**config.mk**
```make
export PLATFORM = sky130hd
export DESIGN_NAME = call_stack_ctrl
export DESIGN_NICKNAME = d
export VERILOG_FILES = /design/src/rtl/call_stack_pkg.sv /design/src/rtl/call_stack_ctrl.sv
export SDC_FILE = /design/constraint.sdc
export NUM_CORES = 1
export LEC_CHECK = 0
export CAP_MARGIN = 20
export CORE_MARGIN = 2
export CORE_UTILIZATION = 41
export DETAILED_ROUTE_END_ITERATION = 12
export PLACE_DENSITY = 0.83
export SYNTH_ARGS = -nofsm -noshare
export SYNTH_HDL_FRONTEND = slang
export SYNTH_SLANG_ARGS = --single-unit
```
**constraint.sdc**
```tcl
create_clock -name CLK -period 1.8 [get_ports CLK]
set_input_delay 0.45 -clock CLK [delete_from_list [all_inputs] [get_ports CLK]]
set_output_delay 0.45 -clock CLK [all_outputs]
set_load 0.01 [all_outputs]
```
**src/rtl/call_stack_pkg.sv**
```systemverilog
// call_stack_pkg: shared state encoding and size helpers for call_stack_ctrl.
package call_stack_pkg;
    typedef enum logic [2:0] {IDLE, PUSH, POP, DRAIN, FIN} state_t;
    function automatic int nibbles(int pc_w, int data_w);
        return pc_w / data_w;
    endfunction
    function automatic int max_frames(int stack_size, int pc_w, int data_w);
        return (2 ** stack_size - 1) / nibbles(pc_w, data_w);
    endfunction
    function automatic int depth_w(int frames);
        return $clog2(frames + 1);
    endfunction
endpackage

```
**src/rtl/call_stack_ctrl.sv**
```systemverilog
// call_stack_ctrl: saves/restores return addresses on a slice-wide stack during CALL/RET.
// Define CALL_STACK_WATERMARK_EN to build the MAX_DEPTH high-water register.
module call_stack_ctrl
    import call_stack_pkg::*;
#(
    parameter int DATA_SIZE = 4,
    parameter int STACK_SIZE = 5,
    parameter int PC_WIDTH = 8,
    localparam int DW = depth_w(max_frames(STACK_SIZE, PC_WIDTH, DATA_SIZE))
) (
    input  logic                 CLK,
    input  logic                 RSTN,
    input  logic                 CALL_REQ,
    input  logic                 RET_REQ,
    input  logic [PC_WIDTH-1:0]  PC_IN,
    output logic [PC_WIDTH-1:0]  RET_PC,
    output logic                 BUSY,
    output logic                 DONE,
    output logic                 ERR_OVF,
    output logic                 ERR_UNF,
    output logic [DW-1:0]        DEPTH,
    output logic [DW-1:0]        MAX_DEPTH,
    output logic                 STK_W,
    output logic                 STK_R,
    output logic [DATA_SIZE-1:0] STK_DATA_WR,
    input  logic [DATA_SIZE-1:0] STK_DATA_RD
);
    localparam int NIB = nibbles(PC_WIDTH, DATA_SIZE);
    localparam int CW = NIB > 1 ? $clog2(NIB) : 1;
    localparam logic [CW-1:0] LAST = CW'(NIB - 1);
    localparam logic [DW-1:0] FULL = DW'(max_frames(STACK_SIZE, PC_WIDTH, DATA_SIZE));

    state_t state, nxt;
    logic [CW-1:0] cnt;
    logic [PC_WIDTH-1:0] shreg, asm_r;
    logic last;

    assign last = cnt == LAST;

    always_ff @(posedge CLK or negedge RSTN)
        if (!RSTN) state <= IDLE;
        else state <= nxt;

    always_comb begin
        nxt = state;
        case (state)
            IDLE: nxt = CALL_REQ ? (DEPTH == FULL ? IDLE : PUSH) : (RET_REQ && DEPTH != '0 ? POP : IDLE);
            PUSH: nxt = last ? FIN : PUSH;
            POP: nxt = last ? DRAIN : POP;
            DRAIN: nxt = FIN;
            default: nxt = IDLE;
        endcase
        STK_W = state == PUSH;
        STK_R = state == POP;
        BUSY = state == PUSH || state == POP || state == DRAIN;
        DONE = state == FIN;
        STK_DATA_WR = state == PUSH ? shreg[DATA_SIZE-1:0] : '0;
    end

    // Popped slices arrive most-significant first, so they enter at the bottom and move up.
    always_ff @(posedge CLK or negedge RSTN)
        if (!RSTN) begin
            cnt <= '0;
            shreg <= '0;
            asm_r <= '0;
            RET_PC <= '0;
            DEPTH <= '0;
            ERR_OVF <= 1'b0;
            ERR_UNF <= 1'b0;
        end else begin
            ERR_OVF <= state == IDLE && CALL_REQ && DEPTH == FULL;
            ERR_UNF <= state == IDLE && !CALL_REQ && RET_REQ && DEPTH == '0;
            cnt <= (state == PUSH || state == POP) && !last ? cnt + CW'(1) : '0;
            shreg <= state == IDLE ? PC_IN : shreg >> DATA_SIZE;
            if (state == POP && cnt != '0) asm_r <= (asm_r << DATA_SIZE) | PC_WIDTH'(STK_DATA_RD);
            if (state == DRAIN) begin
                RET_PC <= (asm_r << DATA_SIZE) | PC_WIDTH'(STK_DATA_RD);
                DEPTH <= DEPTH - DW'(1);
            end
            if (state == PUSH && last) DEPTH <= DEPTH + DW'(1);
        end

`ifdef CALL_STACK_WATERMARK_EN
    always_ff @(posedge CLK or negedge RSTN)
        if (!RSTN) MAX_DEPTH <= '0;
        else if (state == PUSH && last && DEPTH >= MAX_DEPTH) MAX_DEPTH <= DEPTH + DW'(1);
`else
    assign MAX_DEPTH = '0;
`endif
endmodule

```
==> key figures, run 1 <==
Outcome
  • Run status: complete, but fails checks
  • Violations in the final reports: setup timing

Worst setup path
  • Setup slack of the worst register-to-register path: -160 ps
  • Critical path launch point: state[0]$_DFF_PN0_
  • CP Data Arrival Time: 2230 ps
  • Startpoint Class: register
  • R2r worst-path depth: 8
  • Critical R2R Capture: DEPTH[3]$_DFFE_PN0P_
  • Required arrival time at the worst endpoint: 2070 ps
  • Critical R2R Launch: state[0]$_DFF_PN0_
  • Worst Setup EP: DEPTH[3]$_DFFE_PN0P_
  • Worst-path fanout max: 4
  • Category of the most critical setup path: reg2reg
  • Worst Setup End Kind: register

Finish
  • Top library cells by usage in the layout, fill and taps aside: sky130_fd_sc_hd__clkdlybuf4s50_1 (28), sky130_fd_sc_hd__dfrtp_1 (27), sky130_fd_sc_hd__buf_4 (22)
  • Inserted Diodes: 0
  • Share of cells above drive strength 1: 0.459
  • Commonest non-fill, non-tap cell in the layout: sky130_fd_sc_hd__clkdlybuf4s50_1
  • Area Growth Syn to Fin: 55.1%
  • Number of inserted filler cells in the final layout: 245
  • Number of standard cells in the final layout excluding fillers: 214
  • Area of combinational cells with multiple inputs: 634 um^2
  • Total area of sequential cells: 754 um^2
  • Number of nets in the final layout: 189

CTS
  • Clock network latency to the later pin of the worst-skew pair: 320 ps
  • H-tree depth reported by CTS: 2
  • Number of buffers inserted by hold repair at cts: 0
  • Clock-pin slew of the registers on the worst-case setup and hold paths: 90 ps
  • Maximum root-to-sink buffer count: 2
  • TritonCTS clock tree: done
  • Root buffer selected by CTS: sky130_fd_sc_hd__clkbuf_4
  • CTS sink cnt: 30
  • Number of CTS-inserted buffers: 5

Die
  • Number of cell rows: 20
  • Number of ports placed on the die boundary: 42
  • Initial Utilization: 0.438
  • Vertical die dimension: 61.6 um
  • DIE AREA: 3790 um^2
  • Die Width: 61.6 um
  • Std-Cell Core Area: 3100 um^2

Route
  • Antenna violation net count after detailed routing: 0
  • Average vias per placed instance: 4.86
  • Drt first pass iters: 4
  • Routed wire length: 3350 um
  • Number of DRC violations after detailed routing: 0
  • Average wire per standard cell: 15.7 um
  • Total via count in the routed design: 1,039
  • DR iter-0 viols: 42

STA
  • Final hold violation count: 0
  • Tightest slew margin relative to the limit: 0.627
  • Actual transition at the worst max-transition pin: 554 ps
  • Number of max-slew violations in the final report: 0
  • Final setup viols: 10
  • Final worst hold slack: 484 ps
  • Time the final worst path needs with I/O delays and setup: 1960 ps
  • RSZ-0062 raised after global routing: true
  • Slack of the critical path: -160 ps
  • Worst setup skew after layout: 9.21 ps
  • Achievable clock frequency: 510 MHz
  • Share of the cycle needed by the critical path after routing: 1.09

Place
  • Count of input and output buffers: 37
  • RePlAce Congestion: 0.743
  • Final HPWL from detailed placement: 2130 um
  • Total placed cells including tap cells: 194

GRT
  • Maximum number of pins on one net before global-route repair: 31
  • Wire length of the first global-routing pass: 5050 um
  • Via count of the first global-routing pass: 1,062
  • Gr ovfl total: 0
  • Number of antenna violations at the first check in global routing: 0
  • Overall Global Routing Usage: 0.189

Power and ir drop
  • Total power: 3.87 mW
  • Cell area power density: 1840 nW/um^2
  • Static leakage: 0.996 nW
  • Worst vdd ir: 0.867 mV

Synthesis
  • Sequential element share of the synthesized area: 0.552
  • Flops & latches, synth: 30
  • Number of synthesized flops with an enable pin: 0
  • Synth async-reset ratio: 1.00
  • Mean Syn Cell Area: 13.3 um^2
  • Count of different cell masters after synthesis: 31
  • Cell area after technology mapping: 1360 um^2
  • Synth warnings: 0
  • Post-Synthesis Cells: 102
  • Main flop type after synthesis: sky130_fd_sc_hd__dfrtp_1

Min path
  • Classification of the worst-slack hold path: reg2reg

Run
  • Maxcap violations: 0
-- cells in the mapped netlist (2+ instances only) --
library cell / count / area share
sky130_fd_sc_hd__and3_1: 3 / 0.014
sky130_fd_sc_hd__xor2_1: 2 / 0.013
sky130_fd_sc_hd__nor3b_2: 3 / 0.028
sky130_fd_sc_hd__inv_1: 2 / 0.0055
sky130_fd_sc_hd__dfrtp_1: 30 / 0.55
sky130_fd_sc_hd__mux2_2: 18 / 0.15
sky130_fd_sc_hd__ha_1: 2 / 0.018
sky130_fd_sc_hd__and2_1: 9 / 0.041
sky130_fd_sc_hd__buf_2: 3 / 0.011
sky130_fd_sc_hd__and4_1: 2 / 0.013
sky130_fd_sc_hd__buf_4: 4 / 0.022
sky130_fd_sc_hd__nor2_1: 5 / 0.014
-- metrics by stage --
stage               TNS, ps  setup slack [ps]  cell area, um^2  utilization
floorplan             -1.59             -1.59             1400            -
global placement      -71.2             -16.6             1890        0.608
detailed placement     -391             -68.0             1890        0.608
CTS                    -523              -166             2010        0.647
global route          -1280              -231             2110        0.679
finish                 -713              -160             2110        0.679
-- logic make-up after synthesis --
logic type	after synthesis	share of synthesized area
AND/OR/NAND/NOR	32	0.172
flip-flops	30	0.552
multiplexers	18	0.149
buffers and inverters	10	0.0470
AO/OA/AOI/OAI	6	0.0304
adder cells (fa/ha/maj)	3	0.0331
XOR/XNOR	2	0.0129
other	1	0.00276
-- critical path, cell delays in order, from the launching register on --
cell and delay [ps]:
sky130_fd_sc_hd__dfrtp_1 390, sky130_fd_sc_hd__buf_6 120, sky130_fd_sc_hd__buf_6 90, sky130_fd_sc_hd__buf_6 90, sky130_fd_sc_hd__nand4bb_4 170, sky130_fd_sc_hd__ha_4 260, sky130_fd_sc_hd__and3_1 190, sky130_fd_sc_hd__or4_1 470
sky130_fd_sc_hd__nand4_1 100
-- layout make-up --
type,count,share of cell area
Inverter,2,0.00356
Clock buffer,5,0.0178
Clock inverter,2,0.00475
Timing Repair Buffer,66,0.289
Multi-Input combinational cell,65,0.301
Sequential cell,30,0.358
Tap cell,44,0.0261
-- state kept, by name (all words and copies together), names as in the netlist --
register,cells
DEPTH,4
shreg,8
ERR_UNF,1
cnt,1
RET_PC,8
state,3
asm_r,4
ERR_OVF,1
-- power breakdown --
part / switching [mW] / internal [mW]
clock network: 0.219 / 0.140
logic: 0.948 / 1.42
registers: 0.179 / 0.963
-- timing repair --
action,4_1_cts,5_1_grt
gates resized for setup,40,17
setup endpoints to repair,13,15
setup buffers,6,7
pin swaps,6,4
-- how the worst min path moves through the flow --
stage | startpoint | end | cells past startpoint
detailed placement | shreg[6]$_DFF_PN0_ | shreg[2]$_DFF_PN0_ | 1
CTS | shreg[6]$_DFF_PN0_ | shreg[2]$_DFF_PN0_ | 1
global placement | shreg[4]$_DFF_PN0_ | shreg[0]$_DFF_PN0_ | 1
finish | shreg[7]$_DFF_PN0_ | shreg[3]$_DFF_PN0_ | 1
floorplan | RSTN | DEPTH[0]$_DFFE_PN0P_ | 0
global route | shreg[7]$_DFF_PN0_ | shreg[3]$_DFF_PN0_ | 1
-- layer usage --
layer / routed length, um / GRT usage
met4: 71 / 0.0729
met2: 1800 / 0.326
met1: 1300 / 0.216
met3: 184 / 0.0630
met5: 0 / 0
Note: power is estimated with default switching activity, not from simulation.
==> run 2, diff against run 1 <==
--- a/config.mk
+++ b/config.mk
@@ -10,6 +10,7 @@
 export CORE_UTILIZATION = 41
 export DETAILED_ROUTE_END_ITERATION = 12
 export PLACE_DENSITY = 0.83
+export SETUP_SLACK_MARGIN = 0.05
 export SYNTH_ARGS = -nofsm -noshare
 export SYNTH_HDL_FRONTEND = slang
 export SYNTH_SLANG_ARGS = --single-unit
==> run 2 against run 1 <==
Against the previous run: largest cell class unchanged; sequential share of layout area down 0.11 points; clock skew shrank 4.6 ps; clock power barely moved; flip-flop and latch count unchanged; clock-buffer cell count stayed put; the flow still finishes with violations (setup timing); cell area grew 0.30%; non-clock buffer count up 1; die area did not move; power down 0.66%; maximum frequency rose by 0.61%; register-to-register slack improved by 20 ps.
==> key figures, run 2 (same netlist as run 1, synthesis figures left out) <==
CTS
  • TritonCTS clock tree: done
  • Clock network latency to the later pin of the worst-skew pair: 320 ps
  • H-tree depth reported by CTS: 2
  • CTS sink cnt: 30
  • Number of CTS-inserted buffers: 5
  • Maximum root-to-sink buffer count: 2
  • Root buffer selected by CTS: sky130_fd_sc_hd__clkbuf_4
  • Number of buffers inserted by hold repair at cts: 0
  • Clock-pin slew of the registers on the worst-case setup and hold paths: 90 ps

Route
  • Average vias per placed instance: 4.78
  • Total via count in the routed design: 1,028
  • Antenna violation net count after detailed routing: 0
  • Average wire per standard cell: 14.9 um
  • Routed wire length: 3200 um
  • Drt first pass iters: 4
  • Number of DRC violations after detailed routing: 0
  • DR iter-0 viols: 76

Die
  • Vertical die dimension: 61.6 um
  • Number of ports placed on the die boundary: 42
  • Number of cell rows: 20
  • DIE AREA: 3790 um^2
  • Die Width: 61.6 um
  • Initial Utilization: 0.438
  • Std-Cell Core Area: 3100 um^2

GRT
  • Wire length of the first global-routing pass: 4920 um
  • Overall Global Routing Usage: 0.184
  • Maximum number of pins on one net before global-route repair: 31
  • Gr ovfl total: 0
  • Number of antenna violations at the first check in global routing: 0
  • Via count of the first global-routing pass: 1,049

STA
  • Final setup viols: 9
  • Final hold violation count: 0
  • Tightest slew margin relative to the limit: 0.614
  • Number of max-slew violations in the final report: 0
  • Actual transition at the worst max-transition pin: 573 ps
  • Achievable clock frequency: 513 MHz
  • RSZ-0062 raised after global routing: true
  • Time the final worst path needs with I/O delays and setup: 1950 ps
  • TNS Setup: -714 ps
  • Worst setup skew after layout: 4.63 ps
  • Slack of the critical path: -148 ps
  • Share of the cycle needed by the critical path after routing: 1.08

Worst setup path
  • Worst-path fanout max: 5
  • Critical R2R Launch: state[1]$_DFF_PN0_
  • Critical path launch point: state[1]$_DFF_PN0_
  • Setup slack of the worst register-to-register path: -140 ps
  • R2r worst-path depth: 6
  • Critical R2R Capture: DEPTH[3]$_DFFE_PN0P_
  • CP Data Arrival Time: 1500 ps
  • Startpoint Class: register
  • Highest-delay cell along the critical path: sky130_fd_sc_hd__dfrtp_1
  • Category of the most critical setup path: reg2out
  • Worst Setup EP: STK_DATA_WR[1]
  • Biggest cell delay along the critical path: 400 ps
  • Required arrival time at the worst endpoint: 1350 ps
  • Worst Setup End Kind: primary output
  • Sequence of cells on the critical path: buf_4 -> nor3b_4 -> buf_6 -> and2_1 -> buf_2

Power and ir drop
  • Worst vdd ir: 0.867 mV
  • Cell area power density: 1820 nW/um^2
  • Total power: 3.84 mW
  • Static leakage: 0.989 nW

Finish
  • Area Growth Syn to Fin: 55.5%
  • Number of nets in the final layout: 190
  • Number of standard cells in the final layout excluding fillers: 215
  • Inserted Diodes: 0
  • Biggest regs: RET_PC x8, shreg x8
  • Commonest non-fill, non-tap cell in the layout: sky130_fd_sc_hd__clkdlybuf4s50_1
  • Area of combinational cells with multiple inputs: 638 um^2
  • Number of inserted filler cells in the final layout: 234
  • Top library cells by usage in the layout, fill and taps aside: sky130_fd_sc_hd__clkdlybuf4s50_1 (29), sky130_fd_sc_hd__dfrtp_1 (27), sky130_fd_sc_hd__buf_4 (22)
  • Share of cells above drive strength 1: 0.462
  • Total area of sequential cells: 754 um^2

Place
  • Count of input and output buffers: 37
  • Total placed cells including tap cells: 194
  • Final HPWL from detailed placement: 2130 um
  • RePlAce Congestion: 0.743
  • Setup WS pre-CTS: -68.0 ps

Outcome
  • Violations in the final reports: setup timing
  • Run status: complete, but fails checks

Min path
  • Launch instance of the worst min-delay path: shreg[7]$_DFF_PN0_
  • Classification of the worst-slack hold path: reg2reg

Run
  • Maxcap violations: 0
run 2: cell count changes in the layout (fill, tap and decap cells not counted), sizes merged:
cell,delta
buf,+3
clkbuf,-2
clkdlybuf4s50,+1
dlymetal6s2s,-1
run 2: layout make-up:
type / instances / area share
tap: 44 / 0.0261
inverter: 2 / 0.00355
clock buffer: 5 / 0.0178
timing repair buffer: 67 / 0.289
sequential: 30 / 0.357
clock inverter: 2 / 0.00474
multi-input combinational: 65 / 0.302
run 2: repair_timing:
action / in CTS / in global routing
resized for setup: 36 / 23
setup buffers: 7 / 8
gates cloned: 0 / 0
endpoints found under the setup margin: 15 / 12
pin swaps: 4 / 7
run 2: through the flow:
stage          area [um^2]  utilization  hold WS, ps
5_1_grt               2110        0.681          500
6_report              2110        0.681          486
3_3_place_gp          1890        0.608          461
2_1_floorplan         1400            -          154
4_1_cts               1990        0.641          487
3_5_place_dp          1890        0.608          467
run 2: critical path: cells and delay by family, from the launching register on:
| kind | cells | cell delay, ps |
|---|---|---|
| AND/OR/NAND/NOR | 2 | 350 |
| flip-flops | 1 | 400 |
| buffers and inverters | 3 | 410 |
run 2: where the power goes:
group | leakage [nW] | internal (mW) | switching, mW
logic | 0.580 | 1.42 | 0.960
clock network | 0.0308 | 0.140 | 0.218
registers | 0.379 | 0.963 | 0.141
run 2: worst min-delay path by stage:
| stage | cells past startpoint | end |
|---|---|---|
| finish | 1 | shreg[3]$_DFF_PN0_ |
| global route | 1 | shreg[3]$_DFF_PN0_ |
| CTS | 1 | shreg[2]$_DFF_PN0_ |
| detailed placement | 1 | shreg[2]$_DFF_PN0_ |
| global placement | 1 | shreg[0]$_DFF_PN0_ |
| floorplan | 0 | DEPTH[0]$_DFFE_PN0P_ |
run 2: routing by layer:
layer / GRT usage / routed length, um / vias up
li1: - / - / 484
met1: 0.200 / 1240 / 494
met2: 0.320 / 1680 / 41
met3: 0.0735 / 205 / 9
met4: 0.0729 / 79 / 0
met5: 0 / 0 / -
==> run 3, diff against run 2 <==
--- a/config.mk
+++ b/config.mk
@@ -6,10 +6,12 @@
 export NUM_CORES = 1
 export LEC_CHECK = 0
 export CAP_MARGIN = 20
+export CORE_ASPECT_RATIO = 1.75
 export CORE_MARGIN = 2
 export CORE_UTILIZATION = 41
 export DETAILED_ROUTE_END_ITERATION = 12
 export PLACE_DENSITY = 0.83
+export REMOVE_ABC_BUFFERS = 1
 export SETUP_SLACK_MARGIN = 0.05
 export SYNTH_ARGS = -nofsm -noshare
 export SYNTH_HDL_FRONTEND = slang
==> run 3 against run 2 <==
Against the previous run: the flow still finishes with violations (setup timing); combinational power shrank 8.4%; setup slack gained 56 ps; non-clock buffer count shrank 5; via count shrank 2.6%; cell area is the same; critical path type is now reg2reg; largest power group unchanged.
==> key figures, run 3 (same netlist as run 1, synthesis figures left out) <==
Finish
  • Area Growth Syn to Fin: 55.5%
  • Final core utilization: 0.673
  • Commonest non-fill, non-tap cell in the layout: sky130_fd_sc_hd__clkdlybuf4s50_1
  • Top library cells by usage in the layout, fill and taps aside: sky130_fd_sc_hd__clkdlybuf4s50_1 (29), sky130_fd_sc_hd__dfrtp_1 (26), sky130_fd_sc_hd__mux2_2 (18), sky130_fd_sc_hd__buf_4 (18), sky130_fd_sc_hd__buf_6 (10)
  • Number of nets in the final layout: 185
  • Share of cells above drive strength 1: 0.449
  • Inserted Diodes: 0
  • Biggest regs: RET_PC x8, shreg x8

Die
  • Number of ports placed on the die boundary: 42
  • Std-Cell Core Area: 3140 um^2
  • Vertical die dimension: 80.2 um
  • Initial Utilization: 0.432
  • Number of cell rows: 27
  • DIE AREA: 3810 um^2
  • Die Width: 47.5 um

Route
  • Total via count in the routed design: 1,001
  • Drt first pass iters: 4
  • Antenna violation net count after detailed routing: 0
  • Number of DRC violations after detailed routing: 0
  • DR iter-0 viols: 19
  • Routed wire length: 3100 um
  • Average vias per placed instance: 4.77
  • Average wire per standard cell: 14.7 um

Outcome
  • Run status: complete, but fails checks
  • Violations in the final reports: setup timing

GRT
  • Wire length of the first global-routing pass: 4660 um
  • Maximum number of pins on one net before global-route repair: 31
  • Via count of the first global-routing pass: 1,002
  • Number of antenna violations at the first check in global routing: 0
  • Gr ovfl total: 0
  • Overall Global Routing Usage: 0.178

Worst setup path
  • Category of the most critical setup path: reg2reg
  • Setup slack of the worst register-to-register path: -90 ps
  • Worst path top cell family by delay: flip-flops
  • Worst-path fanout max: 3
  • Sequence of cells on the critical path: buf_6 -> nand4bb_4 -> buf_4 -> buf_6 -> fa_2 -> xor2_1 -> mux2_2
  • Buf/Inv on CP: 3
  • R2r worst-path depth: 7
  • Required arrival time at the worst endpoint: 1960 ps
  • CP Data Arrival Time: 2060 ps
  • Critical R2R Capture: DEPTH[2]$_DFFE_PN0P_
  • Startpoint Class: register
  • Highest-delay cell along the critical path: sky130_fd_sc_hd__dfrtp_2
  • Most Frequent Cell on Critical Path: sky130_fd_sc_hd__buf_6
  • Critical R2R Launch: state[2]$_DFF_PN0_
  • Biggest cell delay along the critical path: 420 ps
  • Worst Setup End Kind: register
  • Critical path launch point: state[2]$_DFF_PN0_

STA
  • Worst setup skew after layout: 3.16 ps
  • Slack of the critical path: -92.1 ps
  • Final setup viols: 8
  • Time the final worst path needs with I/O delays and setup: 1890 ps
  • RSZ-0062 raised after global routing: true
  • Number of max-slew violations in the final report: 0
  • Share of the cycle needed by the critical path after routing: 1.05
  • Final hold violation count: 0
  • Achievable clock frequency: 529 MHz

Power and ir drop
  • Cell area power density: 1890 nW/um^2
  • Worst vdd ir: 1.13 mV
  • Static leakage: 0.985 nW

CTS
  • Number of buffers inserted by hold repair at cts: 0
  • H-tree depth reported by CTS: 2
  • Root buffer selected by CTS: sky130_fd_sc_hd__clkbuf_8
  • Clock-pin slew of the registers on the worst-case setup and hold paths: 60 ps
  • TritonCTS clock tree: done
  • Number of CTS-inserted buffers: 5
  • Maximum root-to-sink buffer count: 2
  • CTS sink cnt: 30
  • Clock network latency to the later pin of the worst-skew pair: 280 ps

Min path
  • Classification of the worst-slack hold path: reg2reg
  • End of the worst hold path: shreg[0]$_DFF_PN0_
  • Hold-critical path depth: 1
  • Launch instance of the worst min-delay path: shreg[4]$_DFF_PN0_

Place
  • Count of input and output buffers: 37
  • Final HPWL from detailed placement: 2120 um
  • Setup WS pre-CTS: -109 ps
  • RePlAce Congestion: 0.870

Run
  • Maxcap violations: 0
## run 3: cell types whose count changed in the layout (fill, tap and decap cells not counted), sizes merged
cell    delta
bufinv     +1
buf        -5
## run 3: worst max path at each step
stage	to	slack, ps	depth (start not counted)
2_1_floorplan	DEPTH[3]$_DFFE_PN0P_	-130	5
3_3_place_gp	STK_DATA_WR[0]	-60	3
3_5_place_dp	DEPTH[3]$_DFFE_PN0P_	-110	5
4_1_cts	DEPTH[3]$_DFFE_PN0P_	-110	6
5_1_grt	DEPTH[3]$_DFFE_PN0P_	-160	8
6_report	DEPTH[2]$_DFFE_PN0P_	-90	7
## run 3: timing repair
action | CTS | global route
pin swaps | 6 | 5
gates resized for setup | 42 | 17
buffers inserted | 7 | 5
endpoints found under the hold margin | 0 | 0
endpoints found under the setup margin | 12 | 14
## run 3: layer usage
metal  vias up  track usage  share of wire
met5         -            0              0
met4         0       0.0889          0.028
met3         8       0.0562          0.037
met2        27        0.293           0.57
met1       491        0.195           0.36
li1        475            -              -
## run 3: cell type report
| class | instances | area (um^2) |
|---|---|---|
| fillers | 237 | 1030 |
| flip-flops and latches | 30 | 756 |
| multi-input cells | 65 | 614 |
| repair buffers | 62 | 573 |
| clock buffers | 5 | 68.8 |
| well taps | 43 | 53.8 |
| clock inverters | 3 | 40.0 |
| inverters | 2 | 7.51 |
## run 3: report_power, final
| group | total, mW | internal [mW] | switching [mW] | leakage, nW |
|---|---|---|---|---|
| combinational | 2.18 | 1.33 | 0.852 | 0.550 |
| clock | 0.651 | 0.406 | 0.245 | 0.0579 |
| sequential | 1.16 | 0.968 | 0.194 | 0.377 |
| total | 4.00 | 2.71 | 1.29 | 0.985 |
## run 3: per-stage QoR
step / std cells / setup TNS, ps / hold slack (ps) / cell area (um^2) / total power, mW
after global routing: 210 / -893 / 491 / 2110 / 4.22
after detailed placement: 192 / -443 / 468 / 1850 / 2.93
final: 210 / -410 / 473 / 2110 / 4.00
after CTS: 206 / -242 / 479 / 2030 / 3.79
after global placement: 192 / -276 / 459 / 1850 / 2.84
after floorplan: 97 / -133 / 154 / 1310 / 2.00
